**src/rtl/dcmp_pkg.sv**
```systemverilog
// Shared elaboration helpers for the pipelined N-input max comparator:
// tree sizing, latency and operand slicing.
package dcmp_pkg;

  function automatic int clog2(input int n);
    int r;
    r = 0;
    while ((1 << r) < n) r++;
    return r;
  endfunction

  function automatic int lat(input int num_in);
    return clog2(num_in) + 1;
  endfunction

  // Number of surviving elements after l pairwise-max levels.
  function automatic int lvl_cnt(input int n, input int l);
    int c;
    c = n;
    for (int j = 0; j < l; j++) c = (c + 1) / 2;
    return c;
  endfunction

  // Flat node-array offset of level l+1 (sum of element counts of levels 1..l).
  function automatic int lvl_off(input int n, input int l);
    int s;
    s = 0;
    for (int j = 1; j <= l; j++) s += lvl_cnt(n, j);
    return s;
  endfunction

  function automatic int op_lsb(input int i, input int w);
    return i * w;
  endfunction

endpackage

```
**src/rtl/dcmp_max2.sv**
```systemverilog
// Combinational pairwise max with optional two's-complement compare.
// Equal operands return a_i, so the left element wins ties.
module dcmp_max2 #(
  parameter int WIDTH = 4
) (
  input  logic [WIDTH-1:0] a_i,
  input  logic [WIDTH-1:0] b_i,
  input  logic             signed_mode_i,
  output logic [WIDTH-1:0] max_o
);

  logic b_wins;

  assign b_wins = signed_mode_i ? ($signed(b_i) > $signed(a_i)) : (b_i > a_i);
  assign max_o  = b_wins ? b_i : a_i;

endmodule

```
**src/rtl/multi_input_max_comparator_pipe.sv**
```systemverilog
// Pipelined N-input max comparator on a valid/ready stream with a global stall.
// Optional macro DCMP_INDEX_EN adds out_idx (lowest index among the tied winners).
module multi_input_max_comparator_pipe
  import dcmp_pkg::*;
#(
  parameter int NUM_IN = 4,
  parameter int WIDTH  = 4
) (
  input  logic                             clk,
  input  logic                             rst_n,
  input  logic                             in_valid,
  output logic                             in_ready,
  input  logic [NUM_IN*WIDTH-1:0]          in_data,
  input  logic                             signed_mode,
  output logic                             out_valid,
  input  logic                             out_ready,
  output logic [WIDTH-1:0]                 out_max,
  output logic [NUM_IN-1:0]                out_gt,
  output logic [clog2(NUM_IN+1)-1:0]       out_cnt
`ifdef DCMP_INDEX_EN
  ,
  output logic [(NUM_IN > 1 ? clog2(NUM_IN) : 1)-1:0] out_idx
`endif
);

  localparam int LVL  = clog2(NUM_IN);
  localparam int LVLA = (LVL > 0) ? LVL : 1;
  localparam int T    = lvl_off(NUM_IN, LVL);
  localparam int TA   = (T > 0) ? T : 1;
  localparam int SMA  = (LVL > 1) ? LVL - 1 : 1;
  localparam int CW   = clog2(NUM_IN + 1);
  localparam int IW   = (NUM_IN > 1) ? clog2(NUM_IN) : 1;

  logic                    adv;
  logic [LVLA-1:0]         vld_q;
  logic [NUM_IN*WIDTH-1:0] ops_q  [LVLA];
  logic                    sm_q   [SMA];
  logic [WIDTH-1:0]        node_q [TA];
  logic [WIDTH-1:0]        max_w  [TA];

  logic                    fin_vld;
  logic [WIDTH-1:0]        fin_max;
  logic [NUM_IN*WIDTH-1:0] fin_ops;

  logic                    out_vld_q;
  logic [WIDTH-1:0]        out_max_q;
  logic [NUM_IN-1:0]       out_gt_q, gt_d;
  logic [CW-1:0]           out_cnt_q, cnt_d;

  assign adv      = ~out_vld_q | out_ready;
  assign in_ready = adv;

  // Level l reduces lvl_cnt(l-1) elements into lvl_cnt(l) nodes stored at node_q[CO +: NC].
  for (genvar l = 1; l <= LVL; l++) begin : g_lvl
    localparam int NP = lvl_cnt(NUM_IN, l - 1);
    localparam int NC = lvl_cnt(NUM_IN, l);
    localparam int CO = lvl_off(NUM_IN, l - 1);
    logic lvl_sm;

    if (l == 1) begin : g_sm_in
      assign lvl_sm = signed_mode;
    end else begin : g_sm_q
      assign lvl_sm = sm_q[l-2];
    end

    for (genvar k = 0; k < NC; k++) begin : g_node
      if (2 * k + 1 < NP) begin : g_pair
        logic [WIDTH-1:0] a, b;
        if (l == 1) begin : g_src_in
          assign a = in_data[op_lsb(2*k, WIDTH) +: WIDTH];
          assign b = in_data[op_lsb(2*k+1, WIDTH) +: WIDTH];
        end else begin : g_src_q
          assign a = node_q[lvl_off(NUM_IN, l-2) + 2*k];
          assign b = node_q[lvl_off(NUM_IN, l-2) + 2*k + 1];
        end
        dcmp_max2 #(.WIDTH(WIDTH)) u_max2 (
          .a_i          (a),
          .b_i          (b),
          .signed_mode_i(lvl_sm),
          .max_o        (max_w[CO+k])
        );
      end else begin : g_pass
        if (l == 1) begin : g_src_in
          assign max_w[CO+k] = in_data[op_lsb(2*k, WIDTH) +: WIDTH];
        end else begin : g_src_q
          assign max_w[CO+k] = node_q[lvl_off(NUM_IN, l-2) + 2*k];
        end
      end
    end
  end

  if (LVL == 0) begin : g_fin_direct
    assign max_w[0] = '0;
    assign fin_vld  = in_valid;
    assign fin_max  = in_data[WIDTH-1:0];
    assign fin_ops  = in_data;
  end else begin : g_fin_tree
    assign fin_vld = vld_q[LVL-1];
    assign fin_max = node_q[T-1];
    assign fin_ops = ops_q[LVL-1];
  end

  // Equality against the winner; the raw compare is sign-agnostic.
  always_comb begin
    // NOTE: every output of a combinational block gets a default first so no latch is inferred.
    gt_d  = '0;
    cnt_d = '0;
    for (int i = 0; i < NUM_IN; i++) begin
      if (fin_ops[op_lsb(i, WIDTH) +: WIDTH] == fin_max) begin
        gt_d[i] = 1'b1;
        cnt_d   = cnt_d + CW'(1);
      end
    end
  end

`ifdef DCMP_INDEX_EN
  logic [IW-1:0] idx_d, out_idx_q;

  always_comb begin
    idx_d = '0;
    for (int i = NUM_IN - 1; i >= 0; i--) begin
      if (gt_d[i]) idx_d = IW'(i);
    end
  end

  always_ff @(posedge clk or negedge rst_n) begin
    if (!rst_n)   out_idx_q <= '0;
    else if (adv) out_idx_q <= idx_d;
  end

  assign out_idx = out_idx_q;
`endif

  always_ff @(posedge clk or negedge rst_n) begin
    // NOTE: sequential state uses non-blocking assignments so every stage samples pre-edge values.
    if (!rst_n) begin
      vld_q     <= '0;
      out_vld_q <= 1'b0;
      out_max_q <= '0;
      out_gt_q  <= '0;
      out_cnt_q <= '0;
    end else if (adv) begin
      vld_q[0] <= in_valid;
      for (int j = 1; j < LVLA; j++) vld_q[j] <= vld_q[j-1];
      out_vld_q <= fin_vld;
      out_max_q <= fin_max;
      out_gt_q  <= gt_d;
      out_cnt_q <= cnt_d;
    end
  end

  // NOTE: payload registers are not reset; the valid bits alone decide what is live.
  always_ff @(posedge clk) begin
    if (adv) begin
      for (int t = 0; t < TA; t++) node_q[t] <= max_w[t];
      ops_q[0] <= in_data;
      for (int j = 1; j < LVLA; j++) ops_q[j] <= ops_q[j-1];
      sm_q[0] <= signed_mode;
      for (int j = 1; j < SMA; j++) sm_q[j] <= sm_q[j-1];
    end
  end

  assign out_valid = out_vld_q;
  assign out_max   = out_max_q;
  assign out_gt    = out_gt_q;
  assign out_cnt   = out_cnt_q;

endmodule

```
**config.mk**
```make
export PLATFORM = sky130hd
export DESIGN_NAME = multi_input_max_comparator_pipe
export DESIGN_NICKNAME = d
export VERILOG_FILES = /design/src/rtl/dcmp_pkg.sv /design/src/rtl/dcmp_max2.sv /design/src/rtl/multi_input_max_comparator_pipe.sv
export SDC_FILE = /design/constraint.sdc
export NUM_CORES = 1
export LEC_CHECK = 0
export ABC_AREA = 1
export CORE_MARGIN = 8
export CORE_UTILIZATION = 45
export CTS_CLUSTER_DIAMETER = 120
export DETAILED_ROUTE_END_ITERATION = 10
export HOLD_SLACK_MARGIN = 0.05
export PLACE_DENSITY = 0.63
export SETUP_SLACK_MARGIN = 0.5
export SLEW_MARGIN = 15
export SYNTH_ARGS = -nofsm -noshare
export SYNTH_HDL_FRONTEND = slang
export SYNTH_SLANG_ARGS = --single-unit
```
**constraint.sdc**
```tcl
create_clock -name clk -period 4.3 [get_ports clk]
set_input_delay 0.43 -clock clk [delete_from_list [all_inputs] [get_ports clk]]
set_output_delay 0.43 -clock clk [all_outputs]
set_load 0.005 [all_outputs]
```
==> results of run 1 <==
==> cell families (layout without fill, tap and decap cells) <==
| group | count (synthesis) | count (layout) | synth area share, % |
|---|---|---|---|
| AND/OR/NAND/NOR | 112 | 112 | 18.0 |
| flip-flops | 59 | 59 | 61.7 |
| buffers and inverters | 37 | 86 | 5.03 |
| AO/OA/AOI/OAI | 25 | 25 | 5.03 |
| adder cells (fa/ha/maj) | 15 | 15 | 6.80 |
| XOR/XNOR | 11 | 11 | 3.49 |
==> power by group through the flow <==
stage          Clock [mW]  Sequential [mW]  Combinational (mW)
2_1_floorplan           0            0.896               0.387
3_3_place_gp            0            0.910               0.580
3_5_place_dp            0            0.914               0.591
4_1_cts             0.446            0.902               0.595
5_1_grt             0.467            0.919               0.676
6_report            0.426            0.897               0.580
==> state kept, by name, indices dropped and copies added (netlist names) <==
register / cells
out_valid: 1
vld_q: 2
out_gt: 4
sm_q: 1
node_q: 12
out_max: 4
out_cnt: 3
ops_q: 32
==> area by class of cell <==
type                    count  share of cell area (%)
flip-flops and latches     59                    50.6
multi-input cells         163                    27.3
repair buffers             35                    10.3
clock buffers              11                    4.21
inverters                  35                    3.91
well taps                  75                    2.79
clock inverters             5                   0.893
==> worst paths after layout <==
path                                      to  slack [ns]
worst max-delay path                in_ready        2.12
worst min-delay path            ops_q[0][18]        0.41
worst max register to register    out_cnt[1]        2.23
worst min register to register  ops_q[0][18]        0.41
max in group asynchronous         out_cnt[2]        3.42
min in group asynchronous          out_gt[0]        0.48
==> through the flow <==
stage                     util, %  power [mW]  cell area (um2)  setup WS, ns
final                        56.8        1.90             3360          2.12
after global placement       53.9        1.49             3190          2.11
after CTS                    56.8        1.94             3360          2.10
after floorplan                 -        1.28             2760          2.04
after global routing         56.8        2.06             3360          2.02
after detailed placement     53.9        1.50             3190          2.12
==> cell usage in the layout (no fill, tap or decap), types with 3 or more instances in the layout <==
master	Yosys	routed
inv_1	30	30
clkinv_2	0	3
clkdlybuf4s50_1	0	33
xor2_1	8	8
ha_1	15	15
inv_2	4	5
o21ai_1	5	5
nor2_1	10	10
nor2_2	3	3
o21bai_1	3	3
clkbuf_8	0	10
nand3_1	13	13
edfxtp_1	45	45
nand2_1	72	72
nand2_2	6	6
xnor2_1	3	3
o21ai_0	14	14
dfrtp_1	14	14
==> routing by layer <==
metal,vias to the layer above,global-route usage (%)
met5,-,0
met4,0,7.93
met3,12,3.36
met2,36,17.7
met1,776,12.6
li1,938,-
==> impl_metrics.tcl, run 1 <==
set metrics [dict create \
    slew_violations 0 \
    grt.total_usage_pct 11.2 \
    n_fill_cell 529 \
    overflow 0 \
    finalNonFillerCells 383 \
    yosysTopAreaCell "edfxtp_1" \
    coreArea_mm2 0.00592 \
    die_w_um 94.3 \
    syn-instance-count 259 \
    insertion_delay_ns 0.33 \
    critPathMaxStageDelay_ns 0.51 \
    syn_nets 295 \
    cts_hold_buf 0 \
    antenna_found_initial 0 \
    final_layout_size_suffix_gt1_share_pct 11.7 \
    grt_pass1_vias 1706 \
    yosysSeqAreaShare_pct 61.7 \
    synth_common_cells "72 x nand2_1, 45 x edfxtp_1, 30 x inv_1" \
    status "finished clean" \
    avgSynthCellArea_um2 10.7 \
    min_from "ops_q[0][2]" \
    cp_data_required_time_ns 3.87 \
    clockRootBuffer "clkbuf_8" \
    critPathTopFamily "buffers and inverters" \
    wl_met1_mm 2.02 \
    synth_seq_cells 59 \
    drv_cap 0 \
    worst_r2r_path_depth 10 \
    met2_wirelength_mm 2.05 \
    arrival_ns 1.75 \
    min_path_type "reg2reg" \
    ios 34 \
    leakage_nw 1.51 \
    cp-startpoint "out_ready" \
    worstSetupStartpointType "primary input" \
    placedCellCount 367 \
    hold_depth 0 \
    async_flop_share_pct 23.7 \
    cts_buffers 9 \
    netlist-cell-type-count 26 \
    setup_viol 0 \
    cpMostUsedCell "clkdlybuf4s50_1" \
    worstPathCellList "clkdlybuf4s50_1, nor2_2, buf_4, inv_2, clkdlybuf4s50_1" \
    whs_ns 0.414 \
    wl_per_cell_um 11.6 \
    final_nets 339 \
    worst_pin_slew_ns 0.612 \
    drt_iter0_drc 62 \
    n_antenna_cell 0 \
    dp_hpwl_mm 3.34 \
    syn_area_mm2 0.00276 \
    r2r-start "node_q[0][9]" \
    ir_worst_vdd_mv 0.243 \
    drtAntennaViolNets 0 \
    finalWorstPathRequiredPeriod_ns 2.18 \
    drt-total-wl_mm 4.43 \
    yosysWarnings 0 \
    switching_share_pct 32.5 \
    hold_violations 0 \
    max_freq_mhz 458 \
    critPathBufInv 4 \
    netSwitchingPower_mw 0.618 \
    die_h_um 94.3 \
    pwr-share-comb_pct 30.5 \
    cellPowerDensity_mw_per_mm2 566 \
    met3_length_um 230 \
    crit_fanout 24 \
    cts_tree "yes" \
    ys.flop_type "edfxtp_1" \
    post-synth-top-count-cell "nand2_1" \
    p_seq_share_pct 47.1 \
    rsz0062_at_grt "false" \
    place_congestion 0.780 \
    vias_per_cell 4.60 \
    via_count 1762 \
    io_buffer_count 33 \
    htreeDepth 3 \
    finalCritPeriodShare_pct 50.7 \
    synth_area_leaders "edfxtp_1 49%, dfrtp_1 13%, nand2_1 9.8%, ha_1 6.8%, inv_1 4.1%" \
    slowest_stage "clkdlybuf4s50_1" \
    cts_sinks 59 \
    drc 0 \
    multiInputGateArea_um2 918 \
    initial_core_util_pct 46.6 \
    dieArea_mm2 0.00889 \
    fin_tns_setup_ns 0 \
    clk_path_buf_depth 2 \
    postCtsSetupRepairBufs 0 \
    synth_edf_count 45 \
    clock_power_share_pct 22.4 \
    clk_pin_slew_ns 0.06 \
    maxSlewHeadroom_pct 59.2 \
    intPower_mw 1.29 \
    critical_path_class "in2out" \
    grt_max_degree 53 \
    num_rows 28 \
    setup.worst_path.end_class "output pin" \
    finClkSkew_ns 0.0106 \
    cp_num_cells 5 \
    area_growth_pct 21.9 \
    drtPass1Iterations 4 \
    highest_layer "met4" \
    yosysTopAreaCellShare_pct 49.0 \
    regArea_mm2 0.00170 \
    cts-resized-gates 0 \
    grt_pass1_wl_mm 7.53 \
]
(Power assumes the default switching activity.)
==> inputs of run 2 (changes only) <==
clock period = 2.3 ns   (was 4.3 ns; I/O delays follow)
==> run 2 against run 1 <==
  * Cell count up 3.9%
  * Critical path depth rose by 9
  * Sequential share of layout area decreased by 2.3 points
  * First-iteration DRC count rose by 27%
  * Clock power is 76% higher
  * Core utilization increased by 2.7 points
  * Clock skew down 0.0038 ns
  * Wire length grew 11%
  * Design area up 4.8%
  * Critical endpoint is now out_cnt[2]
  * Global-route usage grew 1.1 points
  * Non-clock buffer count increased by 15
==> impl_metrics.tcl, run 2 (same netlist as run 1, synthesis figures left out) <==
set metrics [dict create \
    die_w_um 94.3 \
    num_rows 28 \
    n_fill_cell 513 \
    min_path_type "in2async" \
    insertion_delay_ns 0.33 \
    vias_per_cell 4.62 \
    grt_pass1_wl_mm 8.36 \
    cp-startpoint "node_q[0][11]" \
    finalCritPeriodShare_pct 83.0 \
    io_buffer_count 33 \
    cts_buffers 9 \
    cellPowerDensity_mw_per_mm2 1080 \
    intPower_mw 2.53 \
    status "finished clean" \
    drc 0 \
    critical_path_class "reg2reg" \
    worst_r2r_path_depth 14 \
    final_nets 354 \
    layout_commonest_cell "nand2_1" \
    initial_core_util_pct 46.6 \
    fin_tns_setup_ns 0 \
    netSwitchingPower_mw 1.26 \
    r2r-start "node_q[0][11]" \
    coreArea_mm2 0.00592 \
    drt_iter0_drc 79 \
    clk_path_buf_depth 2 \
    drtAntennaViolNets 0 \
    dieArea_mm2 0.00889 \
    htreeDepth 3 \
    finalPower_mw 3.79 \
    grt.total_usage_pct 12.3 \
    overflow 0 \
    final_layout_size_suffix_gt1_share_pct 18.0 \
    top_register "ops_q" \
    drt-total-wl_mm 4.93 \
    via_count 1840 \
    worst_pin_slew_ns 0.620 \
    finClkSkew_ns 0.00678 \
    crit_end "out_cnt[2]" \
    cp_data_required_time_ns 2.52 \
    clk_pin_slew_ns 0.06 \
    grt_max_degree 43 \
    setup.worst_path.end_class "flip-flop" \
    die_h_um 94.3 \
    ios 34 \
    crit_fanout 3 \
    max_freq_mhz 524 \
    arrival_ns 2.13 \
    drtPass1Iterations 4 \
    ir_worst_vdd_mv 0.488 \
    pwr-share-comb_pct 36.5 \
    grt_pass1_vias 1898 \
    hold_violations 0 \
    reg_top3 "ops_q: 32 flops, node_q: 12 flops" \
    wl_per_cell_um 12.4 \
    slew_violations 0 \
    worstSetupStartpointType "flip-flop" \
    place_congestion 0.753 \
    reg2reg_to "out_cnt[2]" \
    cts_sinks 59 \
    dp_hpwl_mm 3.61 \
    reg2reg_slack_ns 0.39 \
    mostFrequentLayoutCells "69 x nand2_1, 45 x edfxtp_1, 33 x clkdlybuf4s50_1" \
    cts_tree "yes" \
    clock_power_share_pct 19.8 \
    finalWorstPathRequiredPeriod_ns 1.91 \
    antenna_found_initial 0 \
    clockRootBuffer "clkbuf_8" \
    n_antenna_cell 0 \
    leakage_nw 1.58 \
    drv_cap 0 \
    p_seq_share_pct 43.7 \
    switching_share_pct 33.1 \
    rsz0062_at_grt "true" \
    area_growth_pct 27.8 \
    largest_reg_flops 32 \
    maxSlewHeadroom_pct 58.5 \
    setup_viol 0 \
]
## run 2: changes by cell type in the layout (fill, tap and decap cells not counted), moves of 2 or more
cell / delta
buf_4: +14
nand2_1: -3
inv_1: -3
clkinv_1: +2
ha_4: +2
inv_2: +2
ha_1: -2
clkbuf_1: +2
clkinvlp_4: -2
nand2_2: +3
## run 2: per-layer routing
layer	global-route usage [%]	wire length, um
met5	0	0
met4	5.55	80
met3	4.88	306
met1	13.7	2170
met2	20.2	2370
## run 2: critical path: stages (launching register included)
cell	delay [ns]
edfxtp_1	0.44
xor2_1	0.19
nor2_1	0.17
nand2_2	0.11
ha_4	0.31
inv_2	0.04
nand2_2	0.06
nand2_2	0.05
inv_2	0.05
ha_4	0.12
inv_2	0.03
nor2_2	0.08
nand2_1	0.06
nand3_1	0.06
nand2_1	0.05
## run 2: cell type report
class | count | area, um2 | share of cell area (%)
clock inverter | 4 | 17.5 | 0.497
sequential | 59 | 1700 | 48.3
clock buffer | 12 | 135 | 3.83
tap | 75 | 93.8 | 2.66
multi-input combinational | 163 | 970 | 27.5
inverter | 35 | 136 | 3.87
timing repair buffer | 50 | 470 | 13.3
## run 2: worst min-delay path by stage
stage | start | end | slack (ns) | cells after the start
after floorplan | rst_n | out_cnt[0] | -0.07 | 0
after CTS | rst_n | out_gt[3] | 0.30 | 1
final | rst_n | out_gt[1] | 0.29 | 1
after detailed placement | ops_q[0][8] | ops_q[0][24] | 0.40 | 0
after global routing | rst_n | out_gt[1] | 0.32 | 1
after global placement | ops_q[0][9] | ops_q[0][25] | 0.40 | 0
## run 2: timing repair
item,CTS,global route
hold buffers,0,0
gates resized for setup,6,3
endpoints found under the setup margin,3,3
pin swaps,7,9
setup buffers,6,9
hold endpoints to repair,0,0
## run 2: stage by stage
step                      cell area [um2]  setup slack, ns  cells  hold slack (ns)  util, %
after global routing                 3520            0.238    398            0.322     59.5
after floorplan                      2790            0.479    259          -0.0656        -
after global placement               3230            0.326    367            0.401     54.6
after CTS                            3450            0.443    389            0.297     58.3
final                                3520            0.391    398            0.287     59.5
after detailed placement             3230            0.294    367            0.405     54.6
## run 2: power by group through the flow
stage | combinational, mW | sequential [mW] | clock (mW)
floorplan | 0.766 | 1.67 | 0
global placement | 1.16 | 1.70 | 0
detailed placement | 1.18 | 1.71 | 0
CTS | 1.33 | 1.66 | 0.782
global route | 1.55 | 1.69 | 0.832
finish | 1.38 | 1.66 | 0.751
==> inputs of run 3 (changes only) <==
clock period = 1.95 ns   (was 2.3 ns; I/O delays follow)
==> run 3 against run 2 <==
  * Fmax is 2.4% higher
  * Critical path depth decreased by 2
  * Worst setup slack got worse by 0.31 ns
  * Critical endpoint unchanged
  * Highest routed layer unchanged
  * Non-clock buffer count shrank 4
  * Die area did not move
  * Wire length down 3.5%
  * Hold slack worse by 0.19 ns
  * Largest cell class unchanged
==> impl_metrics.tcl, run 3 (same netlist as run 1, synthesis figures left out) <==
set metrics [dict create \
    status "finished clean" \
    layout_commonest_cell "nand2_1" \
    maxSlewHeadroom_pct 61.2 \
    place_congestion 0.775 \
    max_freq_mhz 537 \
    clk_path_buf_depth 2 \
    htreeDepth 3 \
    finalCritPeriodShare_pct 95.6 \
    hold_depth 1 \
    r2r-start "node_q[0][11]" \
    clk_pin_slew_ns 0.07 \
    min_from "in_data[9]" \
    final_nets 350 \
    clockRootBuffer "clkbuf_8" \
    hold_violations 0 \
    final_layout_size_suffix_gt1_share_pct 24.1 \
    largest_reg_flops 32 \
    cts_hold_buf 0 \
    setup_viol 0 \
    worstSetupStartpointType "flip-flop" \
    drv_cap 0 \
    initial_core_util_pct 46.6 \
    reg2reg_slack_ns 0.09 \
    dieArea_mm2 0.00889 \
    die_w_um 94.3 \
    fin_tns_setup_ns 0 \
    reg2reg_to "out_cnt[2]" \
    rsz0062_at_grt "true" \
    num_rows 28 \
    worst_r2r_path_depth 12 \
    hold_end "ops_q[0][9]" \
    mostFrequentLayoutCells "65 x nand2_1, 45 x edfxtp_1, 25 x clkdlybuf4s50_1" \
    setup.worst_path.end_class "flip-flop" \
    insertion_delay_ns 0.33 \
    min_path_type "in2reg" \
    ios 34 \
    grt_pass1_wl_mm 7.96 \
    reg_top3 "ops_q: 32 flops, node_q: 12 flops" \
    slew_violations 0 \
    leakage_nw 1.63 \
    grt.total_usage_pct 11.8 \
    vias_per_cell 4.71 \
    area_growth_pct 30.6 \
    placedCellCount 372 \
    drt-total-wl_mm 4.76 \
    cts_buffers 9 \
    n_antenna_cell 0 \
    arrival_ns 2.09 \
    via_count 1856 \
    finalNonFillerCells 394 \
    critical_path_class "reg2reg" \
    io_buffer_count 33 \
    grt_pass1_vias 1811 \
    drt_iter0_drc 40 \
    wl_per_cell_um 12.1 \
    cts_tree "yes" \
    cellPowerDensity_mw_per_mm2 1270 \
    ir_worst_vdd_mv 0.669 \
    drtPass1Iterations 4 \
    top_register "ops_q" \
    drtAntennaViolNets 0 \
    coreArea_mm2 0.00592 \
    finalWorstPathRequiredPeriod_ns 1.86 \
    cp_data_required_time_ns 2.18 \
    antenna_found_initial 0 \
    die_h_um 94.3 \
    finClkSkew_ns 0.00736 \
    cts_sinks 59 \
    crit_fanout 3 \
    worst_pin_slew_ns 0.580 \
    grt_max_degree 53 \
    overflow 0 \
    drc 0 \
    dp_hpwl_mm 3.45 \
]
## run 3: cell types whose count changed in the layout (fill, tap and decap cells not counted), sizes merged
cell	change
clkbuf	-3
clkdlybuf4s50	-8
buf	-4
clkinvlp	+1
dlymetal6s2s	+6
dlygate4sd2	+2
clkinv	+2
## run 3: power breakdown
part | total [mW] | leakage (nW) | internal (mW) | switching [mW]
sequential | 1.95 | 0.639 | 1.78 | 0.175
combinational | 1.71 | 0.909 | 0.788 | 0.924
clock | 0.897 | 0.0836 | 0.441 | 0.456
## run 3: what timing repair did
item | 4_1_cts | 5_1_grt
endpoints found under the setup margin | 16 | 61
pin swaps | 10 | 16
buffers inserted | 3 | 3
gates resized for setup | 26 | 18
## run 3: metal layers
metal | vias up | routed length (um) | global-route usage, % | part of all wire (%)
li1 | 961 | - | - | -
met1 | 851 | 2140 | 13.8 | 45
met2 | 37 | 2240 | 18.3 | 47
met3 | 7 | 306 | 4.48 | 6.4
met4 | 0 | 72 | 6.34 | 1.5
met5 | - | 0 | 0 | 0
## run 3: through the flow
step,setup WS [ns],util [%],total power [mW],cell area (um2),hold slack [ns]
6_report,0.0861,60.8,4.56,3600,0.0992
5_1_grt,-0.0751,60.8,4.87,3600,0.0849
4_1_cts,0.0968,59.6,4.52,3530,0.191
3_5_place_dp,0.0102,55.1,3.47,3260,0.405
3_3_place_gp,0.0192,55.1,3.43,3260,0.404
2_1_floorplan,0.152,-,2.88,2790,-0.101
## run 3: area by class of cell
cell class | count | area (um2)
clock buffer | 9 | 124
clock inverter | 7 | 35.0
fill | 510 | 2320
inverter | 35 | 136
multi-input combinational | 163 | 1070
sequential | 59 | 1700
tap | 75 | 93.8
timing repair buffer | 46 | 444
## run 3: worst max-delay path, cell delays in order, from the launching register on
cell and delay (ns):
edfxtp_1 0.44, xor2_1 0.19, nor2_1 0.14, nand2_2 0.10, ha_4 0.29, nand3_2 0.10, nand2_2 0.08, inv_2 0.04
ha_4 0.15, nand3_1 0.07, nand2_1 0.05, nand3_1 0.07, nand2_1 0.05
## run 3: worst max-delay path by stage
stage	startpoint	to	slack [ns]
after floorplan	node_q[0][8]	out_cnt[2]	0.15
after global placement	in_data[1]	node_q[0][3]	0.02
after detailed placement	in_data[1]	node_q[0][3]	0.01
after CTS	node_q[0][11]	out_cnt[2]	0.1
after global routing	node_q[0][11]	out_cnt[2]	-0.08
final	node_q[0][11]	out_cnt[2]	0.09
